--- config.mk ---
export PLATFORM = sky130hd
export DESIGN_NAME = fetch_controller_flat
export DESIGN_NICKNAME = d
export VERILOG_FILES = /design/src/rtl/fetch_pkg.sv /design/src/rtl/fetch_controller_if.sv /design/src/rtl/fetch_pc_unit.sv /design/src/rtl/fetch_controller.sv /design/src/flat_wrapper.sv
export SDC_FILE = /design/constraint.sdc
export NUM_CORES = 1
export LEC_CHECK = 0
export ABC_AREA = 1
export CAP_MARGIN = 15
export CORE_ASPECT_RATIO = 1.5
export CORE_MARGIN = 2
export CORE_UTILIZATION = 40
export DETAILED_ROUTE_END_ITERATION = 8
export PLACE_DENSITY = 0.71
export SETUP_SLACK_MARGIN = 0.4
export SYNTH_ARGS = -nofsm -noshare
export SYNTH_HDL_FRONTEND = slang
export SYNTH_SLANG_ARGS = --single-unit
--- constraint.sdc ---
create_clock -name clk -period 8.1 [get_ports clk]
set_clock_uncertainty 0.15 [all_clocks]
set_input_delay 1.62 -clock clk [delete_from_list [all_inputs] [get_ports clk]]
set_output_delay 1.62 -clock clk [all_outputs]
set_load 0.01 [all_outputs]
--- src/rtl/fetch_pkg.sv ---
// fetch_pkg: shared types and constants for the fetch stage.
//   LEGV8_INTEGER_SZ / LEGV8_INSTRUCTION_SZ : datapath and instruction widths
//   PC_STEP_DEFAULT                          : default sequential PC increment
//   fetch_state_e                            : fetch sequencer states
//   pc_op_e                                  : PC-unit update command issued by the sequencer
//   align_target()                           : clears the low two bits of a redirect target
package fetch_pkg;

  localparam int unsigned LEGV8_INTEGER_SZ     = 64;
  localparam int unsigned LEGV8_INSTRUCTION_SZ = 32;

  typedef logic [LEGV8_INTEGER_SZ-1:0]     addr_t;
  typedef logic [LEGV8_INSTRUCTION_SZ-1:0] inst_t;

  localparam addr_t PC_STEP_DEFAULT = addr_t'(4);

  typedef enum logic [1:0] {
    S_IDLE = 2'd0,
    S_REQ  = 2'd1,
    S_HOLD = 2'd2
  } fetch_state_e;

  typedef enum logic [2:0] {
    PC_HOLD   = 3'd0,  // no change
    PC_LOAD   = 3'd1,  // pc <= target
    PC_INC    = 3'd2,  // pc <= pc + PC_STEP
    PC_ARM    = 3'd3,  // kill <= 1, redir_pc <= target, pc held
    PC_RESUME = 3'd4   // pc <= redirect ? target : redir_pc, kill <= 0
  } pc_op_e;

  function automatic addr_t align_target(input addr_t a);
    return a & ~addr_t'(3);
  endfunction

endpackage

--- src/rtl/fetch_controller_if.sv ---
// fetch_controller_if: instruction-memory and decode handshakes of the fetch stage.
//   imem_req/imem_addr  : request to instruction memory (addr stable while req=1)
//   imem_ack/imem_data  : one-cycle response per request
//   inst_valid/inst/inst_pc/dec_ready : valid/ready hand-off to decode
// Modports: master = fetch controller side, slave = memory/decode side.
interface fetch_controller_if;
  import fetch_pkg::*;

  logic  imem_req;
  addr_t imem_addr;
  logic  imem_ack;
  inst_t imem_data;
  logic  inst_valid;
  inst_t inst;
  addr_t inst_pc;
  logic  dec_ready;

  modport master (
    output imem_req, imem_addr, inst_valid, inst, inst_pc,
    input  imem_ack, imem_data, dec_ready
  );

  modport slave (
    input  imem_req, imem_addr, inst_valid, inst, inst_pc,
    output imem_ack, imem_data, dec_ready
  );
endinterface

--- src/rtl/fetch_pc_unit.sv ---
// fetch_pc_unit: architectural PC, pending-redirect register and kill flag.
//   clk, reset   : clock, asynchronous active-high reset
//   pc_op_i      : update command from the sequencer
//   redirect_i   : redirect asserted this cycle (selects target on PC_RESUME)
//   new_pc_i     : raw redirect target (aligned here)
//   pc_o         : current fetch PC
//   kill_o       : an outstanding request must be discarded on its ack
module fetch_pc_unit
  import fetch_pkg::*;
#(
  parameter addr_t RESET_PC = '0,
  parameter addr_t PC_STEP  = PC_STEP_DEFAULT
) (
  input  logic   clk,
  input  logic   reset,
  input  pc_op_e pc_op_i,
  input  logic   redirect_i,
  input  addr_t  new_pc_i,
  output addr_t  pc_o,
  output logic   kill_o
);

  addr_t pc_q, pc_d;
  addr_t redir_q, redir_d;
  logic  kill_q, kill_d;
  addr_t target;

  assign target = align_target(new_pc_i);

  always_comb begin
    pc_d    = pc_q;
    redir_d = redir_q;
    kill_d  = kill_q;
    case (pc_op_i)
      PC_LOAD: pc_d = target;
      PC_INC:  pc_d = pc_q + PC_STEP;  // wraps modulo 2^64
      PC_ARM: begin
        // pc stays put so the in-flight address is stable; last redirect wins
        kill_d  = 1'b1;
        redir_d = target;
      end
      PC_RESUME: begin
        pc_d   = redirect_i ? target : redir_q;
        kill_d = 1'b0;
      end
      default: ;
    endcase
  end

  always_ff @(posedge clk or posedge reset) begin
    if (reset) begin
      pc_q    <= RESET_PC;
      redir_q <= '0;
      kill_q  <= 1'b0;
    end else begin
      pc_q    <= pc_d;
      redir_q <= redir_d;
      kill_q  <= kill_d;
    end
  end

  assign pc_o   = pc_q;
  assign kill_o = kill_q;

endmodule

--- src/rtl/fetch_controller.sv ---
// fetch_controller: fetch-stage sequencer. Owns the PC, issues one
// instruction-memory request at a time and hands each fetched word to decode.
// Branch redirects are applied immediately, or deferred via kill/redir_pc
// when a request is in flight.
//   clk, reset                 : clock, asynchronous active-high reset
//   fetch_en                   : allow new requests (0 drains to idle)
//   branch_flag, zero_flag     : conditional redirect when both set
//   uncond_branch_flag         : unconditional redirect
//   new_pc                     : redirect target (low 2 bits ignored)
//   bus (master)               : imem req/ack and decode valid/ready handshakes
//   pc                         : current fetch PC (== bus.imem_addr)
//   perf_fetched/perf_flushed  : saturating counters, only with FETCH_PERF_CNT_EN
module fetch_controller
  import fetch_pkg::*;
#(
  parameter addr_t RESET_PC = '0,
  parameter addr_t PC_STEP  = PC_STEP_DEFAULT
) (
  input  logic                      clk,
  input  logic                      reset,
  input  logic                      fetch_en,
  input  logic                      branch_flag,
  input  logic                      uncond_branch_flag,
  input  logic                      zero_flag,
  input  addr_t                     new_pc,
  fetch_controller_if.master        bus,
  output addr_t                     pc
`ifdef FETCH_PERF_CNT_EN
  ,
  output logic [31:0]               perf_fetched,
  output logic [31:0]               perf_flushed
`endif
);

  fetch_state_e state_q;
  logic         req_q;
  logic         valid_q;
  inst_t        inst_q;
  addr_t        inst_pc_q;

  logic   redirect;
  logic   kill;
  logic   discard;
  pc_op_e pc_op;
  addr_t  pc_w;

  assign redirect = (branch_flag & zero_flag) | uncond_branch_flag;
  assign discard  = kill | redirect;

  always_comb begin
    pc_op = PC_HOLD;
    case (state_q)
      S_IDLE: if (redirect) pc_op = PC_LOAD;
      S_REQ: begin
        if (bus.imem_ack)   pc_op = discard ? PC_RESUME : PC_INC;
        else if (redirect)  pc_op = PC_ARM;
      end
      S_HOLD: if (redirect) pc_op = PC_LOAD;
      default: pc_op = PC_HOLD;
    endcase
  end

  fetch_pc_unit #(
    .RESET_PC (RESET_PC),
    .PC_STEP  (PC_STEP)
  ) u_pc (
    .clk        (clk),
    .reset      (reset),
    .pc_op_i    (pc_op),
    .redirect_i (redirect),
    .new_pc_i   (new_pc),
    .pc_o       (pc_w),
    .kill_o     (kill)
  );

  // req_q tracks entry into S_REQ so imem_req comes straight from a flop.
  always_ff @(posedge clk or posedge reset) begin
    if (reset) begin
      state_q   <= S_IDLE;
      req_q     <= 1'b0;
      valid_q   <= 1'b0;
      inst_q    <= '0;
      inst_pc_q <= '0;
    end else begin
      case (state_q)
        S_IDLE: begin
          if (fetch_en) begin
            state_q <= S_REQ;
            req_q   <= 1'b1;
          end
        end
        S_REQ: begin
          if (bus.imem_ack) begin
            if (discard) begin
              state_q <= fetch_en ? S_REQ : S_IDLE;
              req_q   <= fetch_en;
            end else begin
              inst_q    <= bus.imem_data;
              inst_pc_q <= pc_w;
              valid_q   <= 1'b1;
              req_q     <= 1'b0;
              state_q   <= S_HOLD;
            end
          end
        end
        S_HOLD: begin
          if (redirect || bus.dec_ready) begin
            valid_q <= 1'b0;
            state_q <= fetch_en ? S_REQ : S_IDLE;
            req_q   <= fetch_en;
          end
        end
        default: begin
          state_q <= S_IDLE;
          req_q   <= 1'b0;
          valid_q <= 1'b0;
        end
      endcase
    end
  end

  assign bus.imem_req   = req_q;
  assign bus.imem_addr  = pc_w;
  assign bus.inst_valid = valid_q;
  assign bus.inst       = inst_q;
  assign bus.inst_pc    = inst_pc_q;
  assign pc             = pc_w;

`ifdef FETCH_PERF_CNT_EN
  logic [31:0] perf_fetched_q;
  logic [31:0] perf_flushed_q;
  logic        xfer_evt;
  logic        flush_evt;

  assign xfer_evt  = (state_q == S_HOLD) & bus.dec_ready & ~redirect;
  assign flush_evt = ((state_q == S_REQ) & bus.imem_ack & discard) |
                     ((state_q == S_HOLD) & redirect);

  always_ff @(posedge clk or posedge reset) begin
    if (reset) begin
      perf_fetched_q <= '0;
      perf_flushed_q <= '0;
    end else begin
      if (xfer_evt && (perf_fetched_q != '1))  perf_fetched_q <= perf_fetched_q + 32'd1;
      if (flush_evt && (perf_flushed_q != '1)) perf_flushed_q <= perf_flushed_q + 32'd1;
    end
  end

  assign perf_fetched = perf_fetched_q;
  assign perf_flushed = perf_flushed_q;
`endif

endmodule

--- src/flat_wrapper.sv ---
// flat-port wrapper written by rule: the top's interface ports become plain ports
module fetch_controller_flat import fetch_pkg::*;
#(
  parameter addr_t RESET_PC = '0,
  parameter addr_t PC_STEP  = PC_STEP_DEFAULT
)
  (clk, reset, fetch_en, branch_flag, uncond_branch_flag, zero_flag, new_pc, pc, bus_imem_req, bus_imem_addr, bus_inst_valid, bus_inst, bus_inst_pc, bus_imem_ack, bus_imem_data, bus_dec_ready);
  fetch_controller_if bus_i ();
  input  logic clk;
  input  logic reset;
  input  logic fetch_en;
  input  logic branch_flag;
  input  logic uncond_branch_flag;
  input  logic zero_flag;
  input  addr_t new_pc;
  output addr_t pc;
  output wire logic [$bits(bus_i.imem_req)-1:0] bus_imem_req;
  output wire logic [$bits(bus_i.imem_addr)-1:0] bus_imem_addr;
  output wire logic [$bits(bus_i.inst_valid)-1:0] bus_inst_valid;
  output wire logic [$bits(bus_i.inst)-1:0] bus_inst;
  output wire logic [$bits(bus_i.inst_pc)-1:0] bus_inst_pc;
  input wire logic [$bits(bus_i.imem_ack)-1:0] bus_imem_ack;
  input wire logic [$bits(bus_i.imem_data)-1:0] bus_imem_data;
  input wire logic [$bits(bus_i.dec_ready)-1:0] bus_dec_ready;
  assign bus_imem_req = bus_i.imem_req;
  assign bus_imem_addr = bus_i.imem_addr;
  assign bus_inst_valid = bus_i.inst_valid;
  assign bus_inst = bus_i.inst;
  assign bus_inst_pc = bus_i.inst_pc;
  assign bus_i.imem_ack = bus_imem_ack;
  assign bus_i.imem_data = bus_imem_data;
  assign bus_i.dec_ready = bus_dec_ready;
  fetch_controller #(.RESET_PC(RESET_PC), .PC_STEP(PC_STEP)) u_core (.clk(clk), .reset(reset), .fetch_en(fetch_en), .branch_flag(branch_flag), .uncond_branch_flag(uncond_branch_flag), .zero_flag(zero_flag), .new_pc(new_pc), .bus(bus_i), .pc(pc));
endmodule
== Word level (Yosys, flattened, before mapping) ==
Cells that the tools add are included.

* Order comparisons: 0
* Equal/unequal tests: 10
* Reductions and logical operators: 8
* Mux-type cells: 23
* Bitwise operators: 5
* Shift operators: 0
* Div/mod/pow operators: 0
* $add $sub $neg: 1
* $mul: 0

{| class="wikitable"
|+ Operators with widths
! kind !! number
|-
| $pmux 64 s3 || 1
|-
| $add 64x3->64 const B || 1
|-
| $mux 64 || 1
|-
| $mux 2 || 5
|-
| $mux 1 || 9
|-
| $eq 3x2->1 const B || 2
|-
| $mux 3 || 2
|-
| $ne 2x2->1 const B || 3
|-
| $pmux 1 s3 || 2
|-
| $pmux 2 s3 || 1
|-
| $pmux 3 s2 || 1
|-
| $reduce_and 3->1 || 2
|-
| $reduce_and 4->1 || 1
|-
| $eq 3x1->1 const B || 1
|-
| $eq 3x3->1 const B || 1
|-
| $reduce_bool 3->1 || 1
|-
| $eq 2x1->1 const B || 1
|-
| $eq 2x2->1 const B || 1
|-
| $logic_not 2->1 || 1
|-
| $ne 2x1->1 const B || 1
|-
| $not 1->1 || 2
|-
| $or 1x1->1 || 2
|-
| $pmux 1 s2 || 1
|-
| $reduce_bool 2->1 || 1
|-
| 3 further kinds || 3
|}

* Memories kept: 0
* Bits in latches: 0
* Register bits after elaboration: 227
* Output and inout bits: 226
* Bits in read-only memories: 0
* Memory bits (writable): 0

== Logic depth before layout (Yosys ltp) ==
* Word-level depth: 8
* Mapped depth: 11
* Mapped depth without buffers: 11

== Hierarchy ==
Synthesis repeated with hierarchy kept, for this count alone.

* Cells, all modules: 1731
* Area, all modules: 12386.9 um^2

{| class="wikitable"
|+ By module, submodules not included
! module !! area an instance (um^2) !! times used !! cells an instance
|-
| fetch_pc_unit || 8080.2 || 1 || 1226
|-
| fetch_controller || 4306.6 || 1 || 505
|}

== Least setup slack after synthesis ==
OpenSTA, ideal clock, no wires.

* Path kind: in2reg
* Start: input port branch_flag
* End: register u_core.u_pc.pc_q[32], in the netlist u_core.u_pc.pc_o[32]
* Arrival time: 2.694 ns
* Stages on the path: 11
* Data required time: 7.873 ns
* Path slack: 5.178 ns
* Cells stage by stage: nand2_1 > nand2_2 > inv_2 > nand2_4 > nand2_2 > nor2_4 > buf_2 > nand2_1 > nand2_1 > a21oi_1 > a21oi_1

* Cells in the longest elaborated chain, start to end: 8
* Elaborated cells on any way between the ends: 14
* Those cells by class: eq/ne: 3; mux: 7; bitwise: 3; reduce/logical: 1

{| class="wikitable"
|+ Ends and longest elaborated chain
! element !! RTL line !! text
|-
| from (decl) || flat_wrapper.sv:12 || <nowiki>input logic branch_flag;</nowiki>
|-
| $and 1x1->1 (*) || fetch_controller.sv:47 || <nowiki>assign redirect = (branch_flag & zero_flag) | uncond_branch_flag;</nowiki>
|-
| $or 1x1->1 (*) || fetch_controller.sv:47 ||
|-
| $or 1x1->1 || fetch_controller.sv:48 || <nowiki>assign discard = kill | redirect;</nowiki>
|-
| $mux 3 (2 in series) || fetch_controller.sv:55 || <nowiki>if (bus.imem_ack) pc_op = discard ? PC_RESUME : PC_INC;</nowiki>
|-
| $pmux 3 s2 || fetch_controller.sv:52 || <nowiki>case (state_q)</nowiki>
|-
| $eq 3x3->1 (tied with other cells) || fetch_pc_unit.sv:34 || <nowiki>case (pc_op_i)</nowiki>
|-
| $pmux 64 s3 / $reduce_bool 3->1 (equally long branches) || -- ||
|-
| to (signal assigned) || fetch_pc_unit.sv:56 || <nowiki>pc_q <= pc_d;</nowiki>
|-
| to (decl) || fetch_pc_unit.sv:23 || <nowiki>addr_t pc_q, pc_d;</nowiki>
|}

Every way passes the cells marked *; elsewhere a longest branch is shown, timed or not.
A chain may end at the register's enable or synchronous reset.

== Worst setup path after layout ==
* Start: input port branch_flag
* End: register u_core.inst_pc_q[9], in the netlist u_core.bus.inst_pc[9]

* Cells in the longest elaborated chain, start to end: 5

{| class="wikitable"
|+ Ends and longest elaborated chain
! element !! RTL line !! text
|-
| $and 1x1->1 || fetch_controller.sv:47 ||
|-
| $or 1x1->1 || fetch_controller.sv:47 ||
|-
| $or 1x1->1 || fetch_controller.sv:48 ||
|-
| $not 1->1 (no line) || -- ||
|-
| $reduce_and 3->1 (no line) || -- ||
|-
| to (signal assigned) || fetch_controller.sv:99 || <nowiki>inst_pc_q <= pc_w;</nowiki>
|-
| to (decl) || fetch_controller.sv:39 || <nowiki>addr_t inst_pc_q;</nowiki>
|}

Every way passes these cells.

==> results by group <==
Global route
  – Global-route wire length before repair: 69,850 um
  – Number of global-route vias before repair: 11.80k
  – Number of antenna violations at the first check in global routing: 2
  – Combined global-route utilization of all metal layers: 0.2831
  – Pin count of the biggest net entering global routing: 141
  – GRT overflow: 0

Clock tree
  – Hold Buf Count CTS: 0
  – Number of clock buffers inserted by TritonCTS: 24
  – CTS resizes: 0
  – Master cell of the clock root buffer: sky130_fd_sc_hd__clkbuf_16
  – Clk_lat worst skew: 0.55 ns
  – H-tree lvl count: 1
  – Maximum count of clock buffers along a single path: 3
  – Clock tree from TritonCTS: done
  – Post-CTS setup buffers: 0
  – Number of sinks on the clock net: 222
  – Reg clk slew, reported paths: 0.07 ns

Min path
  – Type of the worst min-delay path: flip-flop to flip-flop
  – WHS Path Cells: 2
  – Hold Crit Start: u_core.bus.inst[3]
  – Endpoint of the worst hold-timing path: u_core.bus.inst[3]

Pwr
  – Flop pwr share: 0.352
  – Combinational Power Share: 0.468
  – Total power per unit cell area: 401.9 nW/um^2
  – Maximum ir drop on the vdd rail: 0.2003 mV
  – Cell Int Power: 3.738 mW
  – Total power: 6.426 mW
  – Clock network power share: 0.181
  – Switching power share of the total: 0.4183
  – P_leak: 7.357 nW
  – Net switching power of the design: 2.688 mW

Layout
  – Antenna diodes: 0
  – Area overhead of the layout relative to synthesis: 31.64%
  – Highest-count cells in the layout ignoring fill and taps: sky130_fd_sc_hd__nand2_1, sky130_fd_sc_hd__clkdlybuf4s50_1, sky130_fd_sc_hd__dfrtp_1
  – Post-layout nets: 2,022
  – Share of cells above drive strength 1: 0.04242
  – Most common cell after layout, fill and taps aside: sky130_fd_sc_hd__nand2_1

Route
  – Final wirelength: 45,770 um
  – First-iteration detailed-routing DRC count: 1,135
  – Routed length per placed instance: 19.62 um
  – 1st-pass router iterations: 6
  – Number of remaining DRC errors: 0
  – Total via count in the routed design: 12.20k
  – Number of vias per cell: 5.228
  – Number of nets with antenna violations after routing: 0

Setup path
  – CP startpoint kind: primary input
  – Destination of the worst register-to-register timing path: u_core.bus.inst_pc[9]
  – Required time at the endpoint of the critical path: 8.34 ns
  – R2R cell count: 8
  – Classification of the worst setup path: primary input to flip-flop
  – Worst R2R Setup Slack: 4.95 ns
  – Data arrival at the endpoint of the critical path: 4.73 ns
  – Maximum fanout encountered on the critical timing path: 87
  – Crit Reg-Reg Startpoint: u_core.state_q[0]
  – CP endpoint kind: flip-flop

STA
  – Final Cycle Share: 0.5547
  – Final count of hold timing violations: 0
  – Unrepaired setup endpoints after global routing: false
  – Min Hold Slack: 0.3188 ns
  – Time the final worst path needs with I/O delays and setup: 4.493 ns
  – Number of setup violations in the final report: 0
  – Measured slew at the worst slew-check pin: 1.233 ns
  – Pins over their slew limit: 0
  – TNS Setup: 0 ns
  – Max Clock Freq: 222.6 MHz
  – Headroom to the max-slew limit: 0.1763

Synth
  – Post-synth design cell area: 12,150 um^2
  – Yosys Warn Count: 0
  – Synth Area per Inst: 7.182 um^2
  – Top cell type by total area after synthesis: sky130_fd_sc_hd__dfrtp_1
  – Distinct cell type count of the synthesized netlist: 32
  – Register bit total from synthesis: 222
  – Sequential fraction of the synthesis area: 0.4574
  – Area fraction of the dominant cell type after synthesis: 0.4574
  – Post-synthesis cell count: 1,691
  – Leading cell types by total area after synthesis: sky130_fd_sc_hd__dfrtp_1, sky130_fd_sc_hd__nand2_1, sky130_fd_sc_hd__nand3_1

Floorplanning
  – Die X: 146.3 um
  – IO Count: 330
  – Die area: 31,800 um^2
  – Number of standard-cell rows in the floorplan: 78
  – Y dimension of the die: 217.4 um
  – Initial core utilization: 0.4041
  – Total core area: 30,060 um^2

Placement
  – Weighted congestion reported at the end of routability-driven placement: 0.9710
  – HPWL after detailed placement: 34,740 um
  – Number of port buffers: 321

Job
  – Count of max-cap constraint violations: 0

Status
  – Run status: finished, final reports clean
critical path, cell delays in order:
cell and delay (ns):
sky130_fd_sc_hd__clkdlybuf4s50_1 0.45, sky130_fd_sc_hd__nand2_1 0.06, sky130_fd_sc_hd__nand2_2 0.48, sky130_fd_sc_hd__inv_2 0.09, sky130_fd_sc_hd__nand2_4 0.12, sky130_fd_sc_hd__nor2_8 0.03
sky130_fd_sc_hd__buf_4 0.32, sky130_fd_sc_hd__inv_4 0.68, sky130_fd_sc_hd__buf_4 0.58, sky130_fd_sc_hd__o21ai_0 0.17
cells by family (layout without fill, tap and decap cells):
logic type / after synthesis / after routing / synth area share
mux: 10 / 10 / 0.009272
simple gates: 976 / 976 / 0.3333
other cells: 1 / 6 / 0.0003088
fa+ha+maj: 1 / 1 / 0.001030
compound gates: 213 / 213 / 0.09076
buf+inv: 268 / 505 / 0.1080
flops: 222 / 222 / 0.4574
power groups by stage:
stage	clock network [mW]	registers [mW]	logic, mW
5_1_grt	1.23	2.32	3.28
4_1_cts	1.18	2.25	3.01
2_1_floorplan	0	2.22	1.50
3_3_place_gp	0	2.24	2.94
3_5_place_dp	0	2.26	3.00
6_report	1.16	2.26	3.00
per-stage QoR:
step / cell area, um^2 / std cells / utilization / setup slack [ns]
finish: 15990 / 2333 / 0.5319 / 3.607
detailed placement: 15160 / 2291 / 0.5045 / 3.071
global route: 15990 / 2333 / 0.5319 / 3.281
CTS: 15990 / 2333 / 0.5319 / 3.632
global placement: 15160 / 2291 / 0.5045 / 3.117
floorplan: 12170 / 1696 / - / 3.434
state kept, by name, indices dropped and copies added (netlist names):
| name | cells |
|---|---|
| u_core.bus.inst | 32 |
| u_core.bus.inst_pc | 62 |
| u_core.bus.inst_valid | 1 |
| u_core.state_q | 2 |
| u_core.u_pc.kill_o | 1 |
| u_core.u_pc.pc_o | 62 |
| u_core.u_pc.redir_q | 62 |
cell type report:
type                       count  area, um^2
clock buffer                  33       664.4
multi-input combinational   1206        5303
tap                          400       500.5
clock inverter                 9       158.9
fill                        2931       14070
sequential                   222        5555
timing repair buffer         332        3308
inverter                     131       498.0
Yosys cell counts, drive strengths merged:
library cell and n:
nand2 605, dfrtp 222, nor2 183, nand3 142, inv 131, buf 110, a21oi 101, o21ai 98
nand4 28, clkbuf 27, mux2 10, and2 8, nor3 8, a22oi 3, a41oi 3, o211ai 3
a31oi 2, nor4 2, o21bai 2, conb 1, ha 1, o21a 1
routing by layer:
metal  global-route usage  share of wire
met3              0.03180          0.060
met4               0.1214          0.045
met5                    0              0
met1               0.3581           0.40
met2               0.4915           0.49
worst max path at each step:
stage / start / endpoint / slack [ns] / cells after the start
3_3_place_gp: branch_flag / u_core.bus.inst_pc[9] / 3.12 / 10
2_1_floorplan: reset / u_core.bus.inst[0] / 3.43 / 1
5_1_grt: branch_flag / u_core.bus.inst_pc[16] / 3.28 / 11
4_1_cts: branch_flag / u_core.bus.inst_pc[14] / 3.63 / 10
3_5_place_dp: branch_flag / u_core.bus.inst_pc[15] / 3.07 / 10
6_report: branch_flag / u_core.bus.inst_pc[9] / 3.61 / 10
Note: power is estimated with default switching activity, not from simulation.
